$ cat src/rtl/bomb_placer_if.sv
// Placement offer handshake between the bomb placer and the map owner.
// The master holds valid/idx/owner stable until the slave raises ack.
interface bomb_placer_if;
    logic       o_place_valid;
    logic [6:0] o_place_idx;
    logic       o_place_owner;
    logic       i_place_ack;

    modport master (
        output o_place_valid,
        output o_place_idx,
        output o_place_owner,
        input  i_place_ack
    );

    modport slave (
        input  o_place_valid,
        input  o_place_idx,
        input  o_place_owner,
        output i_place_ack
    );
endinterface

$ cat src/rtl/bomb_placer.sv
// Turns player drop-button edges into placement offers, one at a time, with per-player bomb limits.
// Clean drop at t gives o_place_valid at t+2; the offer is held until ack, and later drops queue one deep per player.
module bomb_placer #(
    parameter int MAX_BOMBS = 2
) (
    input  logic         clk,
    input  logic         rst,
    input  logic         i_dropA,
    input  logic         i_dropB,
    input  logic [3:0]   playerAx,
    input  logic [3:0]   playerAy,
    input  logic [3:0]   playerBx,
    input  logic [3:0]   playerBy,
    input  logic [99:0]  i_curBombMap_0,
    input  logic [99:0]  i_curBombMap_1,
    input  logic [1:0]   game_state,
    bomb_placer_if.master place,
    output logic [2:0]   o_liveA,
    output logic [2:0]   o_liveB,
    output logic         o_rejA,
    output logic         o_rejB
);

    typedef enum logic {IDLE = 1'b0, OFFER = 1'b1} state_t;

    function automatic logic [6:0] cell_idx(input logic [3:0] x, input logic [3:0] y);
        logic [7:0] t;
        t = ({4'b0, x} * 8'd10) + {4'b0, y};
        return t[6:0];
    endfunction

    function automatic logic coord_ok(input logic [3:0] v);
        return (v >= 4'd1) && (v <= 4'd8);
    endfunction

    // Indices past the grid read as occupied so they can never be offered.
    function automatic logic bit_at(input logic [99:0] v, input logic [6:0] i);
        return (i < 7'd100) ? v[i] : 1'b1;
    endfunction

    function automatic logic [6:0] popcount(input logic [99:0] v);
        logic [6:0] c;
        c = 7'd0;
        for (int i = 0; i < 100; i++) begin
            c = c + {6'b0, v[i]};
        end
        return c;
    endfunction

    state_t      state, state_n;
    logic        prev_a, prev_b;
    logic        pend_a, pend_b;
    logic [6:0]  pend_idx_a, pend_idx_b;
    logic        last_grant;
    logic [99:0] own_a, own_b, seen_a, seen_b;
    logic [99:0] own_a_n, own_b_n, seen_a_n, seen_b_n;
    logic [99:0] occ, claimed, clr_a, clr_b;

    logic        game_ok;
    logic [6:0]  idx_a, idx_b;
    logic [6:0]  cnt_a, cnt_b;
    logic        offer_a, offer_b;
    logic        room_a, room_b;
    logic        edge_a, edge_b;
    logic        ok_a, ok_b;
    logic        try_a, try_b;
    logic [6:0]  gnt_idx;
    logic        gnt_clean;
    logic        ack_take;

    assign occ     = i_curBombMap_0 | i_curBombMap_1;
    assign claimed = own_a | own_b;
    assign game_ok = (game_state == 2'd0);
    assign idx_a   = cell_idx(playerAx, playerAy);
    assign idx_b   = cell_idx(playerBx, playerBy);
    assign edge_a  = i_dropA & ~prev_a;
    assign edge_b  = i_dropB & ~prev_b;

    // The limit uses the live mask count rather than the registered o_liveX, so the
    // cycle right after an ack (mask updated, output not yet) cannot admit an extra bomb.
    assign cnt_a   = popcount(own_a);
    assign cnt_b   = popcount(own_b);
    assign offer_a = (state == OFFER) && !place.o_place_owner;
    assign offer_b = (state == OFFER) &&  place.o_place_owner;
    assign room_a  = ({1'b0, cnt_a} + {7'b0, offer_a} + {7'b0, pend_a}) < 8'(MAX_BOMBS);
    assign room_b  = ({1'b0, cnt_b} + {7'b0, offer_b} + {7'b0, pend_b}) < 8'(MAX_BOMBS);

    assign ok_a = game_ok && coord_ok(playerAx) && coord_ok(playerAy) && !bit_at(occ, idx_a)
               && !bit_at(claimed, idx_a) && !pend_a && room_a;
    assign ok_b = game_ok && coord_ok(playerBx) && coord_ok(playerBy) && !bit_at(occ, idx_b)
               && !bit_at(claimed, idx_b) && !pend_b && room_b;

    always_ff @(posedge clk) begin
        if (rst) begin
            state <= IDLE;
        end else begin
            state <= state_n;
        end
    end

    // Arbitration lives with next-state: ties go to whoever did not win the last tie.
    always_comb begin
        try_a   = 1'b0;
        try_b   = 1'b0;
        state_n = state;
        if (state == IDLE && game_ok) begin
            if (pend_a && pend_b) begin
                try_a = last_grant;
                try_b = !last_grant;
            end else begin
                try_a = pend_a;
                try_b = pend_b;
            end
        end
        gnt_idx   = try_b ? pend_idx_b : pend_idx_a;
        gnt_clean = !bit_at(occ, gnt_idx) && !bit_at(claimed, gnt_idx);
        case (state)
            IDLE:    if ((try_a || try_b) && gnt_clean) state_n = OFFER;
            OFFER:   if (place.i_place_ack) state_n = IDLE;
            default: state_n = IDLE;
        endcase
    end

    always_comb begin
        place.o_place_valid = 1'b0;
        ack_take            = 1'b0;
        if (state == OFFER) begin
            place.o_place_valid = 1'b1;
            ack_take            = place.i_place_ack;
        end
    end

    // A cell is remembered as "seen" once its bomb shows on the map; when it goes
    // back to empty the bomb has exploded and the owner gets the slot back.
    always_comb begin
        clr_a    = seen_a & ~occ;
        clr_b    = seen_b & ~occ;
        own_a_n  = own_a & ~clr_a;
        own_b_n  = own_b & ~clr_b;
        seen_a_n = (seen_a | (own_a & occ)) & ~clr_a;
        seen_b_n = (seen_b | (own_b & occ)) & ~clr_b;
        if (ack_take && !place.o_place_owner) own_a_n[place.o_place_idx] = 1'b1;
        if (ack_take &&  place.o_place_owner) own_b_n[place.o_place_idx] = 1'b1;
    end

    always_ff @(posedge clk) begin
        if (rst) begin
            // History follows the level so a button held through reset needs a fresh press.
            prev_a              <= i_dropA;
            prev_b              <= i_dropB;
            pend_a              <= 1'b0;
            pend_b              <= 1'b0;
            pend_idx_a          <= 7'd0;
            pend_idx_b          <= 7'd0;
            last_grant          <= 1'b1;
            own_a               <= '0;
            own_b               <= '0;
            seen_a              <= '0;
            seen_b              <= '0;
            place.o_place_idx   <= 7'd0;
            place.o_place_owner <= 1'b0;
            o_liveA             <= 3'd0;
            o_liveB             <= 3'd0;
            o_rejA              <= 1'b0;
            o_rejB              <= 1'b0;
        end else begin
            prev_a <= i_dropA;
            prev_b <= i_dropB;

            if (!game_ok) begin
                pend_a <= 1'b0;
            end else if (edge_a && ok_a) begin
                pend_a     <= 1'b1;
                pend_idx_a <= idx_a;
            end else if (try_a) begin
                pend_a <= 1'b0;
            end

            if (!game_ok) begin
                pend_b <= 1'b0;
            end else if (edge_b && ok_b) begin
                pend_b     <= 1'b1;
                pend_idx_b <= idx_b;
            end else if (try_b) begin
                pend_b <= 1'b0;
            end

            if (pend_a && pend_b && (try_a || try_b)) last_grant <= try_b;

            if ((try_a || try_b) && gnt_clean) begin
                place.o_place_idx   <= gnt_idx;
                place.o_place_owner <= try_b;
            end

            o_rejA <= (edge_a && !ok_a) || (try_a && !gnt_clean);
            o_rejB <= (edge_b && !ok_b) || (try_b && !gnt_clean);

            own_a   <= own_a_n;
            own_b   <= own_b_n;
            seen_a  <= seen_a_n;
            seen_b  <= seen_b_n;
            o_liveA <= cnt_a[2:0];
            o_liveB <= cnt_b[2:0];
        end
    end

endmodule
$ cat src/flat_wrapper.sv
// flat-port wrapper written by rule: the top's interface ports become plain ports
module bomb_placer_flat 
#(
    parameter int MAX_BOMBS = 2
)
  (clk, rst, i_dropA, i_dropB, playerAx, playerAy, playerBx, playerBy, i_curBombMap_0, i_curBombMap_1, game_state, o_liveA, o_liveB, o_rejA, o_rejB, place_o_place_valid, place_o_place_idx, place_o_place_owner, place_i_place_ack);
  bomb_placer_if place_i ();
  input  logic clk;
  input  logic rst;
  input  logic i_dropA;
  input  logic i_dropB;
  input  logic [3:0] playerAx;
  input  logic [3:0] playerAy;
  input  logic [3:0] playerBx;
  input  logic [3:0] playerBy;
  input  logic [99:0] i_curBombMap_0;
  input  logic [99:0] i_curBombMap_1;
  input  logic [1:0] game_state;
  output logic [2:0] o_liveA;
  output logic [2:0] o_liveB;
  output logic o_rejA;
  output logic o_rejB;
  output wire logic [$bits(place_i.o_place_valid)-1:0] place_o_place_valid;
  output wire logic [$bits(place_i.o_place_idx)-1:0] place_o_place_idx;
  output wire logic [$bits(place_i.o_place_owner)-1:0] place_o_place_owner;
  input wire logic [$bits(place_i.i_place_ack)-1:0] place_i_place_ack;
  assign place_o_place_valid = place_i.o_place_valid;
  assign place_o_place_idx = place_i.o_place_idx;
  assign place_o_place_owner = place_i.o_place_owner;
  assign place_i.i_place_ack = place_i_place_ack;
  bomb_placer #(.MAX_BOMBS(MAX_BOMBS)) u_core (.clk(clk), .rst(rst), .i_dropA(i_dropA), .i_dropB(i_dropB), .playerAx(playerAx), .playerAy(playerAy), .playerBx(playerBx), .playerBy(playerBy), .i_curBombMap_0(i_curBombMap_0), .i_curBombMap_1(i_curBombMap_1), .game_state(game_state), .place(place_i), .o_liveA(o_liveA), .o_liveB(o_liveB), .o_rejA(o_rejA), .o_rejB(o_rejB));
endmodule
$ cat config.mk
export PLATFORM = sky130hd
export DESIGN_NAME = bomb_placer_flat
export DESIGN_NICKNAME = d
export VERILOG_FILES = /design/src/rtl/bomb_placer_if.sv /design/src/rtl/bomb_placer.sv /design/src/flat_wrapper.sv
export SDC_FILE = /design/constraint.sdc
export NUM_CORES = 1
export LEC_CHECK = 0
export BUFFER_PORTS_ARGS = -buffer_cell sky130_fd_sc_hd__buf_4
export CAP_MARGIN = 40
export CORE_MARGIN = 10
export CORE_UTILIZATION = 60
export CTS_BUF_LIST = sky130_fd_sc_hd__clkbuf_8
export CTS_CLUSTER_DIAMETER = 200
export DETAILED_ROUTE_END_ITERATION = 16
export PLACE_DENSITY_LB_ADDON = 0.3
export SLEW_MARGIN = 5
export SYNTH_ARGS = -nofsm -noshare
export SYNTH_HDL_FRONTEND = slang
export SYNTH_SLANG_ARGS = --single-unit
$ cat constraint.sdc
create_clock -name clk -period 9.8 [get_ports clk]
set_input_delay 1.96 -clock clk [delete_from_list [all_inputs] [get_ports clk]]
set_output_delay 1.96 -clock clk [all_outputs]
set_load 0.1 [all_outputs]
==> flow_metrics.py <==
metrics = {
    "clock_tree": {
        "cts_hold_buf": 0,
        "cts_tree": "done",
        "cts.root.buffer_cell": "clkbuf_8",
        "clockBufferDepth": 3,
        "clock-sinks": 436,
        "path_clk_slew_ps": 60,
        "postCtsResizedCells": 0,
        "clk_latency_ps": 690,
        "numCtsBuffers": 75,
        "htreeDepth": 3,
        "post_cts_buffers": 0,
    },
    "min_path": {
        "hold_start": "u_core.seen_a[62]",
        "holdPathStages": 2,
        "worstHoldPathType": "flip-flop to flip-flop",
        "min_to": "u_core.seen_a[62]",
    },
    "setup_path": {
        "r2r_cells": 26,
        "required_ps": 10360,
        "arrival_ps": 9480,
        "r2r_end": "u_core.pend_idx_b[5]",
        "crit_fanout": 9,
        "start_kind": "flip-flop",
        "worst_setup_path_end_kind": "flip-flop",
        "critPathKind": "flip-flop to flip-flop",
        "r2r_slack_ps": 880,
        "reg2reg_from": "u_core.own_b[0]",
    },
    "floorplan": {
        "initial_core_util": 0.608,
        "placementRows": 74,
        "core-area_um2": 40800,
        "die_area_um2": 49900,
        "fp.dieW_um": 223,
        "die_y_um": 223,
        "io_pins": 240,
    },
    "routing": {
        "wl_um": 96500,
        "drtAntennaViolNets": 0,
        "first_iter_violations": 3284,
        "drt_first_pass_iters": 6,
        "vias": 23600,
        "remaining_drc_errors": 0,
        "vias_per_cell": 6.44,
        "wl_per_cell_um": 26.3,
    },
    "layout": {
        "diodes": 0,
        "post-route-util": 0.710,
        "drive_gt1_frac": 0.167,
        "nNetsFinal": 3538,
        "fillCellCount": 3135,
        "area_growth_pct": 16.7,
    },
    "status": {
        "status": "finished, final reports clean",
    },
    "synthesis": {
        "synth_area_leaders": "dfxtp_1, fa_1, nor2_1",
        "synth_area_um2": 24800,
        "synth_edf_count": 0,
        "syn_inst": 2816,
        "yosysTopAreaCell": "dfxtp_1",
        "syn_area_per_cell_um2": 8.81,
        "async_flop_share": 0,
        "synthTopCellsByCount": "nor2_1, dfxtp_1, inv_1",
        "syn_nets": 3275,
        "synth_flop_cell": "dfxtp_1",
        "synth_most_common_cell": "nor2_1",
        "ys_ff_latch": 436,
        "synth_cell_type_count": 82,
        "yosysSeqAreaShare": 0.352,
        "ys_warn_count": 0,
        "netlist.area_leader.share": 0.352,
    },
    "timing": {
        "slew_headroom": 0.233,
        "finalHoldViolCount": 0,
        "report.final.slew_viol_count": 0,
        "finalCritPeriodShare": 0.910,
        "tns_ps": 0,
        "layout_setup_ws_ps": 881,
        "rsz0062_at_grt": "false",
        "worstMarginPinSlew_ps": 1150,
        "fin_crit_ps": 8920,
        "setup_violations": 0,
        "skew_ps": 38.5,
        "max_clock_freq_mhz": 112,
    },
    "power_and_ir_drop": {
        "internal-power_uw": 2930,
        "clkPwrFrac": 0.444,
        "p_leak_uw": 0.0115,
        "netSwitchingFraction": 0.270,
        "worst_ir_drop_vdd_uv": 123,
        "pwr-share-seq": 0.442,
        "power.total_uw": 4020,
        "power_density_nw_per_um2": 139,
        "combPwrFrac": 0.114,
        "p_sw_uw": 1090,
    },
    "global_routing": {
        "use_met3": 0.105,
        "grt_use_total": 0.376,
        "grt_antenna_before_repair": 1,
        "grt_pass1_wl_um": 142000,
        "grt_util_met2": 0.580,
        "overflow": 0,
        "gr-usage-met1": 0.454,
        "grt_pass1_vias": 23300,
        "busiest_layer": "met2",
        "grt_max_degree": 175,
    },
    "place": {
        "dp_hpwl_um": 73200,
        "dpl_worst_slack_ps": 1160,
        "numPortBuffers": 239,
        "gp_congestion": 1.06,
    },
    "job": {
        "timing.max_cap.violations": 0,
    },
}
[logic make-up after synthesis]
family | share of synthesized area
multiplexers | 0.0756
buffers and inverters | 0.0607
flip-flops | 0.352
AND/OR/NAND/NOR | 0.212
adder cells (fa/ha/maj) | 0.173
XOR/XNOR | 0.00882
AO/OA/AOI/OAI | 0.117
[registers in the layout, indices dropped and copies added (netlist names), 3 cells and up]
signal,count
u_core.pend_idx_a,7
u_core.place.o_place_idx,7
u_core.o_liveA,3
u_core.o_liveB,3
u_core.seen_b,100
u_core.own_a,100
u_core.seen_a,100
u_core.pend_idx_b,7
u_core.own_b,100
[cell type report]
| cell class | count | area [um^2] | area share |
|---|---|---|---|
| flip-flops and latches | 436 | 8730 | 0.301 |
| inverters | 280 | 1050 | 0.0363 |
| multi-input cells | 1989 | 14700 | 0.506 |
| clock inverters | 33 | 193 | 0.00665 |
| clock buffers | 104 | 1430 | 0.0494 |
| repair buffers | 297 | 2260 | 0.0779 |
| well taps | 532 | 666 | 0.0230 |
[metrics by stage]
stage	cells	hold slack (ps)	cell area, um^2
floorplan	2816	454	24800
global placement	3520	463	27200
detailed placement	3532	465	27300
CTS	3669	477	29000
global route	3671	497	29000
finish	3671	483	29000
[critical path: stages, from the launching register on]
cell	delay, ps
dfxtp_1	340
ha_1	280
inv_1	50
fa_1	590
fa_1	490
fa_1	620
fa_1	470
fa_1	560
fa_1	460
fa_1	570
fa_1	460
fa_1	460
fa_1	530
inv_1	60
ha_1	280
a31oi_1	200
inv_1	70
ha_1	290
nor4_1	160
o21ai_0	120
a31oi_1	160
nand4_1	100
a211oi_1	320
o211ai_1	160
o2bb2ai_1	550
a21oi_1	150
a311oi_1	310
[routing by layer]
layer / routed length [um] / vias up
met2: 43200 / 1704
met5: 0 / -
li1: - / 10200
met3: 12000 / 401
met4: 6890 / 0
met1: 34500 / 11300
[power groups by stage]
stage	logic, uW	clock network [uW]	registers (uW)
after CTS	437	1780	1780
after detailed placement	434	0	1810
final	459	1780	1780
after floorplan	230	0	1820
after global placement	424	0	1810
after global routing	472	1860	1770
[worst max path at each step]
stage,startpoint,cells after the start,slack (ps),to
6_report,u_core.own_b[0],26,880,u_core.pend_idx_b[5]
5_1_grt,u_core.own_b[0],26,520,u_core.pend_idx_b[5]
4_1_cts,u_core.own_b[0],26,1100,u_core.pend_idx_b[5]
3_5_place_dp,u_core.own_b[0],26,1160,u_core.pend_idx_b[3]
3_3_place_gp,u_core.own_b[0],26,1240,u_core.pend_idx_b[3]
2_1_floorplan,u_core.own_a[90],26,1820,u_core.pend_idx_a[5]
[layout by cell type, fill, tap and decap left out, types with 11 or more instances in the layout]
cell,instances
nor2_1,566
dfxtp_1,436
inv_1,291
buf_4,290
nor3_1,228
a21oi_1,202
fa_1,180
nand2_1,162
a22oi_1,118
clkbuf_8,104
nor4_1,98
mux4_2,66
ha_1,56
o21ai_0,35
mux2i_1,27
nand2b_1,24
and3_1,17
xnor2_1,14
clkinv_2,14
nor2b_1,13
a31oi_1,11
xor2_1,11
No activity file was read; power rests on OpenSTA's default activity.
